**src/rtl/rom_fetch_sequencer.sv**
```systemverilog
// rom_fetch_sequencer: fetches instructions from a combinational ROM, hands them to decode
// with a valid/ready handshake, and stalls for NOP delay literals or redirects on branches.
module rom_fetch_sequencer #(
    parameter logic [15:0] RESET_VECTOR = 16'd0,
    parameter logic [3:0]  NOP_OPCODE   = 4'd0
) (
    input  logic        Clock,
    input  logic        Reset,
    output logic [15:0] oRomAddress,
    input  logic [27:0] iRomInstruction,
    output logic [27:0] oInstruction,
    output logic [15:0] oPC,
    output logic        oValid,
    input  logic        iReady,
    input  logic        iBranchTaken,
    input  logic [15:0] iBranchTarget,
    output logic        oDelayBusy
);
    localparam logic [1:0] FETCH = 2'd0, ISSUE = 2'd1, DELAY = 2'd2;
    logic [1:0]  state;
    logic [15:0] pc;
    logic [23:0] cnt;
    logic        delay_nop;
    assign oRomAddress = pc;
    assign oDelayBusy  = state == DELAY;
    assign delay_nop   = oInstruction[27:24] == NOP_OPCODE && |oInstruction[23:0];
    // A branch overrides everything, including an acceptance in the same cycle.
    always_ff @(posedge Clock or negedge Reset) begin
        if (!Reset) begin
            state        <= FETCH;
            pc           <= RESET_VECTOR;
            cnt          <= 24'd0;
            oValid       <= 1'b0;
            oInstruction <= 28'd0;
            oPC          <= 16'd0;
        end else if (iBranchTaken) begin
            state  <= FETCH;
            pc     <= iBranchTarget;
            cnt    <= 24'd0;
            oValid <= 1'b0;
        end else begin
            case (state)
                FETCH: begin
                    oInstruction <= iRomInstruction;
                    oPC          <= pc;
                    oValid       <= 1'b1;
                    pc           <= pc + 16'd1;
                    state        <= ISSUE;
                end
                ISSUE: if (iReady) begin
                    oValid <= 1'b0;
                    cnt    <= delay_nop ? oInstruction[23:0] : 24'd0;
                    state  <= delay_nop ? DELAY : FETCH;
                end
                DELAY: begin
                    cnt   <= cnt - 24'd1;
                    state <= cnt <= 24'd1 ? FETCH : DELAY;
                end
                default: state <= FETCH;
            endcase
        end
    end
endmodule

```
**config.mk**
```make
export PLATFORM = sky130hd
export DESIGN_NAME = rom_fetch_sequencer
export DESIGN_NICKNAME = d
export VERILOG_FILES = /design/src/rtl/rom_fetch_sequencer.sv
export SDC_FILE = /design/constraint.sdc
export NUM_CORES = 1
export LEC_CHECK = 0
export ABC_CLOCK_PERIOD_IN_PS = 2470
export BUFFER_PORTS_ARGS = -buffer_cell sky130_fd_sc_hd__buf_2
export CORE_AREA = 2 2 106 97
export CTS_BUF_LIST = sky130_fd_sc_hd__clkbuf_2
export DETAILED_ROUTE_END_ITERATION = 10
export DIE_AREA = 0 0 108 99
export PLACE_DENSITY = 0.69
export REMOVE_ABC_BUFFERS = 1
export SYNTH_ARGS = -nofsm -noshare
export SYNTH_HDL_FRONTEND = slang
export SYNTH_SLANG_ARGS = --single-unit
```
**constraint.sdc**
```tcl
create_clock -name Clock -period 2.47 [get_ports Clock]
set_input_delay 0.1235 -clock Clock [delete_from_list [all_inputs] [get_ports Clock]]
set_output_delay 0.1235 -clock Clock [all_outputs]
set_load 0.02 [all_outputs]
```
==> impl_metrics.json, run 1 <==
{
  "die_area_um2": 10700,
  "most-common-layout-cells": "buf_2 (108), dfrtp_1 (86), dlygate4sd3_1 (50)",
  "worst_slack_ps": 122,
  "grtUsageTotal_pct": 23.3,
  "synth_xor_area_share_pct": 3.94,
  "hold_viol_final": 0,
  "synth_top_area_cell": "dfrtp_1",
  "dr.pass1.iters": 5,
  "ys.flop_type": "dfrtp_1",
  "clockBufferDepth": 2,
  "drt-initial-drc-count": 214,
  "hold_depth": 4,
  "synthSimpleGateAreaFrac_pct": 16.2,
  "clock_power_share_pct": 18.6,
  "crit_type": "reg -> reg",
  "avgSynthCellArea_um2": 10.8,
  "via_per_inst": 5.62,
  "finalNonFillerCells": 689,
  "cp_slowest_cell": "dfrtp_2",
  "ant_nets": 0,
  "synth_top_family_by_area": "simple AND/OR/NAND/NOR gates",
  "drv_slew": 0,
  "power_density_nw_per_um2": 689,
  "die_y_um": 99,
  "switching_share_pct": 37.4,
  "portBuffers": 109,
  "ios": 110,
  "gp_congestion": 0.877,
  "p_switching_uw": 1450,
  "yosysWarnings": 0,
  "cts.clk_slew.worst_paths_ps": 240,
  "fin_nets": 610,
  "drive_above_1_share_pct": 35.3,
  "area_growth_pct": 32.9,
  "critPathMaxStageDelay_ps": 480,
  "ys_ff_latch": 87,
  "cap_violations": 0,
  "yosys.area.top_type_share_pct": 51.6,
  "status": "finished, final reports clean",
  "synth_area_leaders": "dfrtp_1 (52%), mux2_2 (12%), nand2_1 (4.0%)",
  "setup_viol": 0,
  "worstMarginPinSlew_ps": 1070,
  "grt_max_degree": 60,
  "syn_inst": 392,
  "grt_pass1_wl_um": 19500,
  "cts_buffers": 9,
  "cp_max_fo": 5,
  "critical_path.startpoint_type": "flop",
  "combPwrFrac_pct": 33.8,
  "dp_hpwl_um": 8040,
  "finalCriticalPeriod_ps": 2350,
  "wirelength_um": 11800,
  "path_cells": "inv_1 -> ha_4 -> or3b_4 -> nor4_4 -> nand3_2 -> or4_1 -> a31oi_1",
  "vias": 3870,
  "synthAdderAreaFrac_pct": 0.889,
  "antenna_found_initial": 0,
  "crit_path_end_kind": "flop",
  "diodes": 0,
  "wl_per_cell_um": 17.2,
  "fill_cells": 831,
  "total_power_uw": 3860,
  "drc": 0,
  "ir_worst_vdd_mv": 0.355,
  "coreArea_um2": 9570,
  "multi_input_area_um2": 1960,
  "clock_sinks": 87,
  "grt_pass1_vias": 3847,
  "p_leak_uw": 0.00264,
  "ys_async_sr_fraction_pct": 100,
  "power_frac_seq_pct": 47.6,
  "row_count": 34,
  "place_inst": 621,
  "die_x_um": 108,
  "relSlewSlack_pct": 28.2,
  "synth_edf_count": 0,
  "skew_ps": 29.0,
  "root_buffer": "clkbuf_2",
  "grt.overflow.total": 0,
  "cts_tree": "built",
  "cp.arrival_ps": 2850,
  "synth.mux.area_fraction_pct": 12.0,
  "p_int_uw": 2420,
  "required_ps": 2970,
  "seqCellArea_um2": 2180,
  "insertion_delay_ps": 560,
  "max_freq_mhz": 426,
  "hold_path_class": "in -> reg",
  "netlist-cell-type-count": 56,
  "r2r_cells": 7,
  "layout_commonest_cell": "buf_2",
  "cts_htree_levels": 3,
  "finalCritPeriodShare_pct": 95.1,
  "netlist_area_um2": 4220,
  "final_core_util_pct": 58.6,
  "place_ws_ps": 42.9,
  "synth-compound-area-share_pct": 13.0,
  "start_util_pct": 44.1,
  "seq_area_frac_synth_pct": 51.6,
  "tns_ps": 0
}
-- per-layer routing --
metal,global-route usage (%),share of wire [%],wire [µm]
met4,8.48,1.8,208
met3,3.11,5.2,618
met5,0,0,0
met1,33.5,45,5310
met2,36.1,48,5700
-- path summary, 6_finish.rpt --
path                                  startpoint         endpoint  slack (ps)
worst max-delay path                      cnt[0]          cnt[20]         120
worst min-delay path            iBranchTarget[9]   oRomAddress[9]         280
worst max register to register            cnt[0]          cnt[20]         120
worst min register to register            oPC[7]           oPC[7]         540
max in group asynchronous                  Reset  oRomAddress[12]         350
min in group asynchronous                  Reset  oInstruction[4]         460
-- cell usage after synthesis, types with 4 or more instances --
cell type,count
nand3_1,9
nand2_1,45
nor3_1,14
mux2_2,44
nand4_1,5
xnor2_1,10
a21oi_1,12
dfrtp_1,87
clkbuf_1,17
or4_1,7
o21ai_0,30
inv_1,6
nor2_1,17
nor4_1,11
a21o_1,4
a221oi_1,5
xor2_1,9
a31oi_1,8
-- power by group through the flow --
| stage | registers (µW) | logic (µW) | clock network (µW) |
|---|---|---|---|
| 4_1_cts | 1830 | 1290 | 746 |
| 3_3_place_gp | 1850 | 1200 | 0 |
| 5_1_grt | 1870 | 1410 | 802 |
| 6_report | 1840 | 1310 | 717 |
| 3_5_place_dp | 1860 | 1230 | 0 |
| 2_1_floorplan | 2020 | 591 | 0 |
-- metrics by stage --
step / hold slack [ps] / area (µm²)
finish: 285 / 5610
detailed placement: 74.6 / 4960
global route: 282 / 5610
floorplan: -172 / 4140
global placement: 69.5 / 4960
CTS: 260 / 5570
-- critical path: cells and delay by family (launching register included) --
kind | cells | cell delay (ps)
AND/OR/NAND/NOR | 4 | 1400
AO/OA/AOI/OAI | 1 | 170
adder cells (fa/ha/maj) | 1 | 160
flip-flops | 1 | 480
buffers and inverters | 1 | 100
-- kinds of logic after synthesis --
family                     count (synthesis)
and+or+nand+nor                          129
muxes                                     45
adders and majority gates                  3
AOI/OAI and AO/OA                         84
xor gates and xnor gates                  19
DFF                                       87
buffers and inverters                     25
-- final cells by class --
class,count,area share [%]
inverter,6,0.402
clock inverter,5,1.03
sequential,87,38.8
multi-input combinational,280,35.0
timing repair buffer,175,21.1
tap,126,2.81
clock buffer,10,0.892
-- sequential cells by signal, summed over array words and instances (netlist names) --
name and flops:
oValid 1, oRomAddress 16, state 2, oPC 16, oInstruction 28, cnt 24
-- timing repair --
item	CTS	global route
gates resized for setup	0	5
buffers inserted	0	3
endpoints found under the setup margin	0	1
hold buffers	50	0
endpoints found under the hold margin	136	0
Note: power is estimated with default switching activity, not from simulation.
==> run 2: changes to the inputs <==
ABC_AREA = 1   (was default)
CORE_AREA = 2 2 112 104   (was 2 2 106 97)
DIE_AREA = 0 0 114 106   (was 0 0 108 99)
PLACE_DENSITY = 0.67   (was 0.69)
==> run 2 against run 1 <==
Effect of this change: wire length rose by 12%; non-clock buffer count fell by 4; register-to-register slack improved by 120 ps; critical path depth fell by 2; synthesized cell count rose by 73%.
==> impl_metrics.json, run 2 <==
{
  "yosysWarnings": 0,
  "ys.flop_type": "dfrtp_1",
  "grt_max_degree": 71,
  "vias": 4910,
  "portBuffers": 109,
  "wirelength_um": 13300,
  "drt-initial-drc-count": 226,
  "cp.arrival_ps": 2760,
  "antenna_found_initial": 0,
  "hold_viol_final": 0,
  "critPathMaxStageDelay_ps": 580,
  "die_x_um": 114,
  "wl_per_cell_um": 13.6,
  "ios": 110,
  "ant_nets": 0,
  "top_register": "oInstruction",
  "fin_nets": 888,
  "netlist-cell-type-count": 34,
  "path_cells": "or2_1 -> nor2_8 -> inv_2 -> o311ai_1 -> dlygate4sd3_1",
  "place_inst": 909,
  "setup_viol": 0,
  "avgSynthCellArea_um2": 7.09,
  "tns_ps": 0,
  "start_util_pct": 43.6,
  "finalCriticalPeriod_ps": 2230,
  "clock_sinks": 87,
  "grt_pass1_wl_um": 22300,
  "crit_type": "reg -> reg",
  "clockBufferDepth": 2,
  "yosysMostFrequentCell": "nand2_1",
  "ir_worst_vdd_mv": 0.361,
  "netlist_area_um2": 4810,
  "coreArea_um2": 11000,
  "cap_violations": 0,
  "critical_path.startpoint_type": "flop",
  "gp_congestion": 0.929,
  "dpl_cell_area_um2": 5470,
  "drive_above_1_share_pct": 18.3,
  "crit_path_end_kind": "flop",
  "largest_reg_flops": 28,
  "root_buffer": "clkbuf_2",
  "cp_max_fo": 21,
  "synth_top_area_cell": "dfrtp_1",
  "largestRegisters": "oInstruction: 28 flops, cnt: 24 flops",
  "dr.pass1.iters": 5,
  "die_y_um": 106,
  "rsz0062_at_grt": "false",
  "grtUsageTotal_pct": 22.8,
  "p_leak_uw": 0.00336,
  "cts_htree_levels": 3,
  "status": "finished, final reports clean",
  "synth_edf_count": 0,
  "diodes": 0,
  "layout_commonest_cell": "nand2_1",
  "syn_inst": 678,
  "cts_tree": "built",
  "critPathBufInv": 2,
  "ys_async_sr_fraction_pct": 100,
  "ys_ff_latch": 87,
  "cts_buffers": 9,
  "row_count": 37,
  "synth_area_leaders": "dfrtp_1 (45%), nand2_1 (23%), nand3_1 (5.5%)",
  "seq_area_frac_synth_pct": 45.3,
  "via_per_inst": 5.02,
  "dp_hpwl_um": 9240,
  "most-common-layout-cells": "nand2_1 (290), buf_2 (108), dfrtp_1 (87)",
  "cts.clk_slew.worst_paths_ps": 250,
  "yosys.area.top_type_share_pct": 45.3,
  "worstMarginPinSlew_ps": 772,
  "hold_path_class": "in -> async",
  "drv_slew": 0,
  "required_ps": 3000,
  "finalNonFillerCells": 978,
  "die_area_um2": 12100,
  "skew_ps": 20.1,
  "max_freq_mhz": 448,
  "power_density_nw_per_um2": 701,
  "drc": 0,
  "synth_common_cells": "nand2_1 (290), dfrtp_1 (87), nor2_1 (62)",
  "relSlewSlack_pct": 48.3,
  "insertion_delay_ps": 580,
  "critPathTopFamily": "buffers and inverters",
  "grt_pass1_vias": 4790,
  "grt.overflow.total": 0,
  "post-route-cell-area_um2": 6120,
  "cp_slowest_cell": "dlygate4sd3_1",
  "area_growth_pct": 27.2,
  "finalCritPeriodShare_pct": 90.3
}
[run 2: cell count changes after synthesis, moves of 9 or more]
cell      change
nor4_1       -11
buf_2        +13
inv_1        +48
nor3_1        -9
nand2_1     +245
clkbuf_1     -12
mux2_2       -44
nand3_1      +44
nor2_1       +45
[run 2: final cells by class]
class	instances	area, µm²
clock buffers	9	45.0
clock inverters	7	70.1
fillers	1054	4900
inverters	57	218
multi-input cells	511	2280
flip-flops and latches	87	2180
well taps	136	170
repair buffers	171	1150
[run 2: what timing repair did]
item	in CTS	in global routing
endpoints found under the setup margin	0	1
gates resized for setup	0	1
endpoints found under the hold margin	135	0
hold buffers	50	0
buffers inserted	0	3
[run 2: cells by family (layout without fill, tap and decap cells)]
family / Yosys count / in the layout / share of synthesized area [%]
AO/OA/AOI/OAI: 61 / 61 / 7.42
buffers and inverters: 80 / 244 / 7.21
adder cells (fa/ha/maj): 3 / 3 / 0.781
XOR/XNOR: 8 / 8 / 1.46
flip-flops: 87 / 87 / 45.3
AND/OR/NAND/NOR: 439 / 439 / 37.9
[run 2: power by group]
part | total, µW | leakage (µW) | switching, µW | internal, µW
logic | 1650 | 0.00218 | 1060 | 583
clock network | 774 | 0.0000725 | 539 | 236
registers | 1860 | 0.00111 | 221 | 1640
total | 4280 | 0.00336 | 1820 | 2460
[run 2: worst paths after layout]
kind / depth (start not counted) / slack (ps) / end / start
worst min register to register: 2 / 500 / oPC[1] / oPC[1]
max in group asynchronous: 3 / 1300 / oInstruction[23] / Reset
min in group Clock: 4 / 270 / oInstruction[26] / iRomInstruction[26]
worst max register to register: 5 / 240 / oRomAddress[6] / state[1]
worst min-delay path: 3 / 50 / oInstruction[6] / Reset
worst max-delay path: 5 / 240 / oRomAddress[6] / state[1]
[run 2: layer usage]
metal / part of all wire, % / GRT usage (%)
met1: 45 / 30.2
met2: 46 / 37.4
met3: 6.0 / 3.76
met4: 2.0 / 9.06
met5: 0 / 0
[run 2: stage by stage]
stage                     worst slack [ps]  util (%)  hold WS, ps  total power, µW
after detailed placement               604      49.7         20.9             3450
after floorplan                        569         -         -172             2910
after global placement                 701      49.7         12.9             3410
after global routing                  73.3      55.5         75.5             4600
final                                  239      55.5         49.0             4280
after CTS                             90.8      55.3         44.7             4290
[run 2: worst min-delay path, cell delays in order]
cell and delay (ps):
dlygate4sd3_1 520, buf_4 120, buf_12 300
==> run 3: changes to the inputs <==
PLACE_DENSITY = 0.65   (was 0.67)
==> run 3 against run 2 <==
Effect of this change: cell area down 0.57%; register-to-register slack better by 30 ps; core utilization down 0.32 points; fmax up 1.6%; sequential share of layout area up 0.21 points; sequential power about the same; critical path depth unchanged; via count up 1.2%; wire length down 1.2%; die area unchanged; critical path type unchanged; largest cell class unchanged; largest power group unchanged.
==> impl_metrics.json, run 3 (synthesis gave the netlist of run 2 again) <==
{
  "post-route-cell-area_um2": 6080,
  "largestRegisters": "oInstruction: 28 flops, cnt: 24 flops",
  "hold_path_class": "in -> async",
  "max_freq_mhz": 455,
  "ir_worst_vdd_mv": 0.421,
  "grt_pass1_vias": 4769,
  "finalNonFillerCells": 975,
  "worst_slack_ps": 274,
  "area_growth_pct": 26.5,
  "power_density_nw_per_um2": 696,
  "cts_tree": "built",
  "critPathBufInv": 2,
  "cts_htree_levels": 3,
  "drt-initial-drc-count": 210,
  "ant_nets": 0,
  "cp.arrival_ps": 2780,
  "cts_resized": 0,
  "die_area_um2": 12100,
  "dpl_cell_area_um2": 5470,
  "place_ws_ps": 612,
  "critPathTopFamily": "buffers and inverters",
  "crit_path_end_kind": "flop",
  "drive_above_1_share_pct": 17.8,
  "cts.clk_slew.worst_paths_ps": 260,
  "cap_violations": 0,
  "fin_nets": 885,
  "diodes": 0,
  "die_x_um": 114,
  "start_util_pct": 43.6,
  "hold_viol_final": 0,
  "grtUsageTotal_pct": 22.6,
  "crit_type": "reg -> reg",
  "finalCriticalPeriod_ps": 2200,
  "post-cts-setup-buffers": 0,
  "dr.pass1.iters": 5,
  "ios": 110,
  "hold_ws_ps": 4.86,
  "root_buffer": "clkbuf_2",
  "vias": 4967,
  "cts_buffers": 9,
  "clock_sinks": 87,
  "largest_reg_flops": 28,
  "holdBufCountCts": 50,
  "setup_viol": 0,
  "cp_max_fo": 20,
  "most-common-layout-cells": "nand2_1 (290), buf_2 (108), dfrtp_1 (87)",
  "p_leak_uw": 0.00335,
  "status": "finished, final reports clean",
  "insertion_delay_ps": 610,
  "finalCritPeriodShare_pct": 88.9,
  "gp_congestion": 0.925,
  "relSlewSlack_pct": 63.8,
  "coreArea_um2": 11000,
  "via_per_inst": 5.09,
  "worstMarginPinSlew_ps": 543,
  "critical_path.startpoint_type": "flop",
  "tns_ps": 0,
  "drv_slew": 0,
  "wirelength_um": 13100,
  "clockBufferDepth": 2,
  "skew_ps": 46.6,
  "drc": 0,
  "required_ps": 3050,
  "die_y_um": 106,
  "place_inst": 909,
  "path_cells": "or2_1 -> nor2_8 -> inv_2 -> o311ai_1 -> dlygate4sd3_1",
  "critPathMaxStageDelay_ps": 580,
  "grt_pass1_wl_um": 22200,
  "grt_max_degree": 49,
  "portBuffers": 109,
  "row_count": 37,
  "antenna_found_initial": 0,
  "dp_hpwl_um": 9260,
  "layout_commonest_cell": "nand2_1",
  "grt.overflow.total": 0,
  "top_register": "oInstruction",
  "wl_per_cell_um": 13.5,
  "rsz0062_at_grt": "false",
  "cp_slowest_cell": "dlygate4sd3_1"
}
run 3: routing by layer:
layer	share of wire [%]	track usage, %
met1	46	29.8
met2	46	36.2
met3	6.2	5.82
met4	1.7	7.75
met5	0	0
run 3: area by class of cell:
| cell class | count | area (µm²) |
|---|---|---|
| well taps | 136 | 170 |
| flip-flops and latches | 87 | 2180 |
| repair buffers | 168 | 1130 |
| clock buffers | 12 | 60.1 |
| inverters | 57 | 214 |
| clock inverters | 4 | 46.3 |
| multi-input cells | 511 | 2280 |
| fillers | 1095 | 4940 |
run 3: final timing paths:
| check | from | slack (ps) | cells after the start | endpoint |
|---|---|---|---|---|
| setup / recovery | state[1] | 270 | 5 | oRomAddress[6] |
| hold / removal | Reset | 5 | 2 | oRomAddress[0] |
| setup reg to reg | state[1] | 270 | 5 | oRomAddress[6] |
| hold reg to reg | oPC[1] | 500 | 2 | oPC[1] |
| max in group asynchronous | Reset | 1780 | 3 | oPC[5] |
| min in group Clock | iBranchTarget[4] | 240 | 4 | oRomAddress[4] |
run 3: stage by stage:
stage / power [µW] / utilization [%]
6_report: 4230 / 55.2
5_1_grt: 4540 / 55.2
4_1_cts: 4250 / 55.2
3_5_place_dp: 3450 / 49.7
3_3_place_gp: 3420 / 49.7
2_1_floorplan: 2910 / -
run 3: worst register-to-register path: stages, from the launching register on:
cell and delay (ps):
dfrtp_1 480, or2_1 350, nor2_8 280, inv_2 210, o311ai_1 270, dlygate4sd3_1 580
run 3: where the power goes:
| part | total [µW] | switching, µW | internal, µW | leakage, µW |
|---|---|---|---|---|
| combinational | 1630 | 1050 | 582 | 0.00218 |
| sequential | 1860 | 222 | 1640 | 0.00111 |
| clock | 737 | 496 | 241 | 0.0000696 |
| total | 4230 | 1770 | 2460 | 0.00335 |
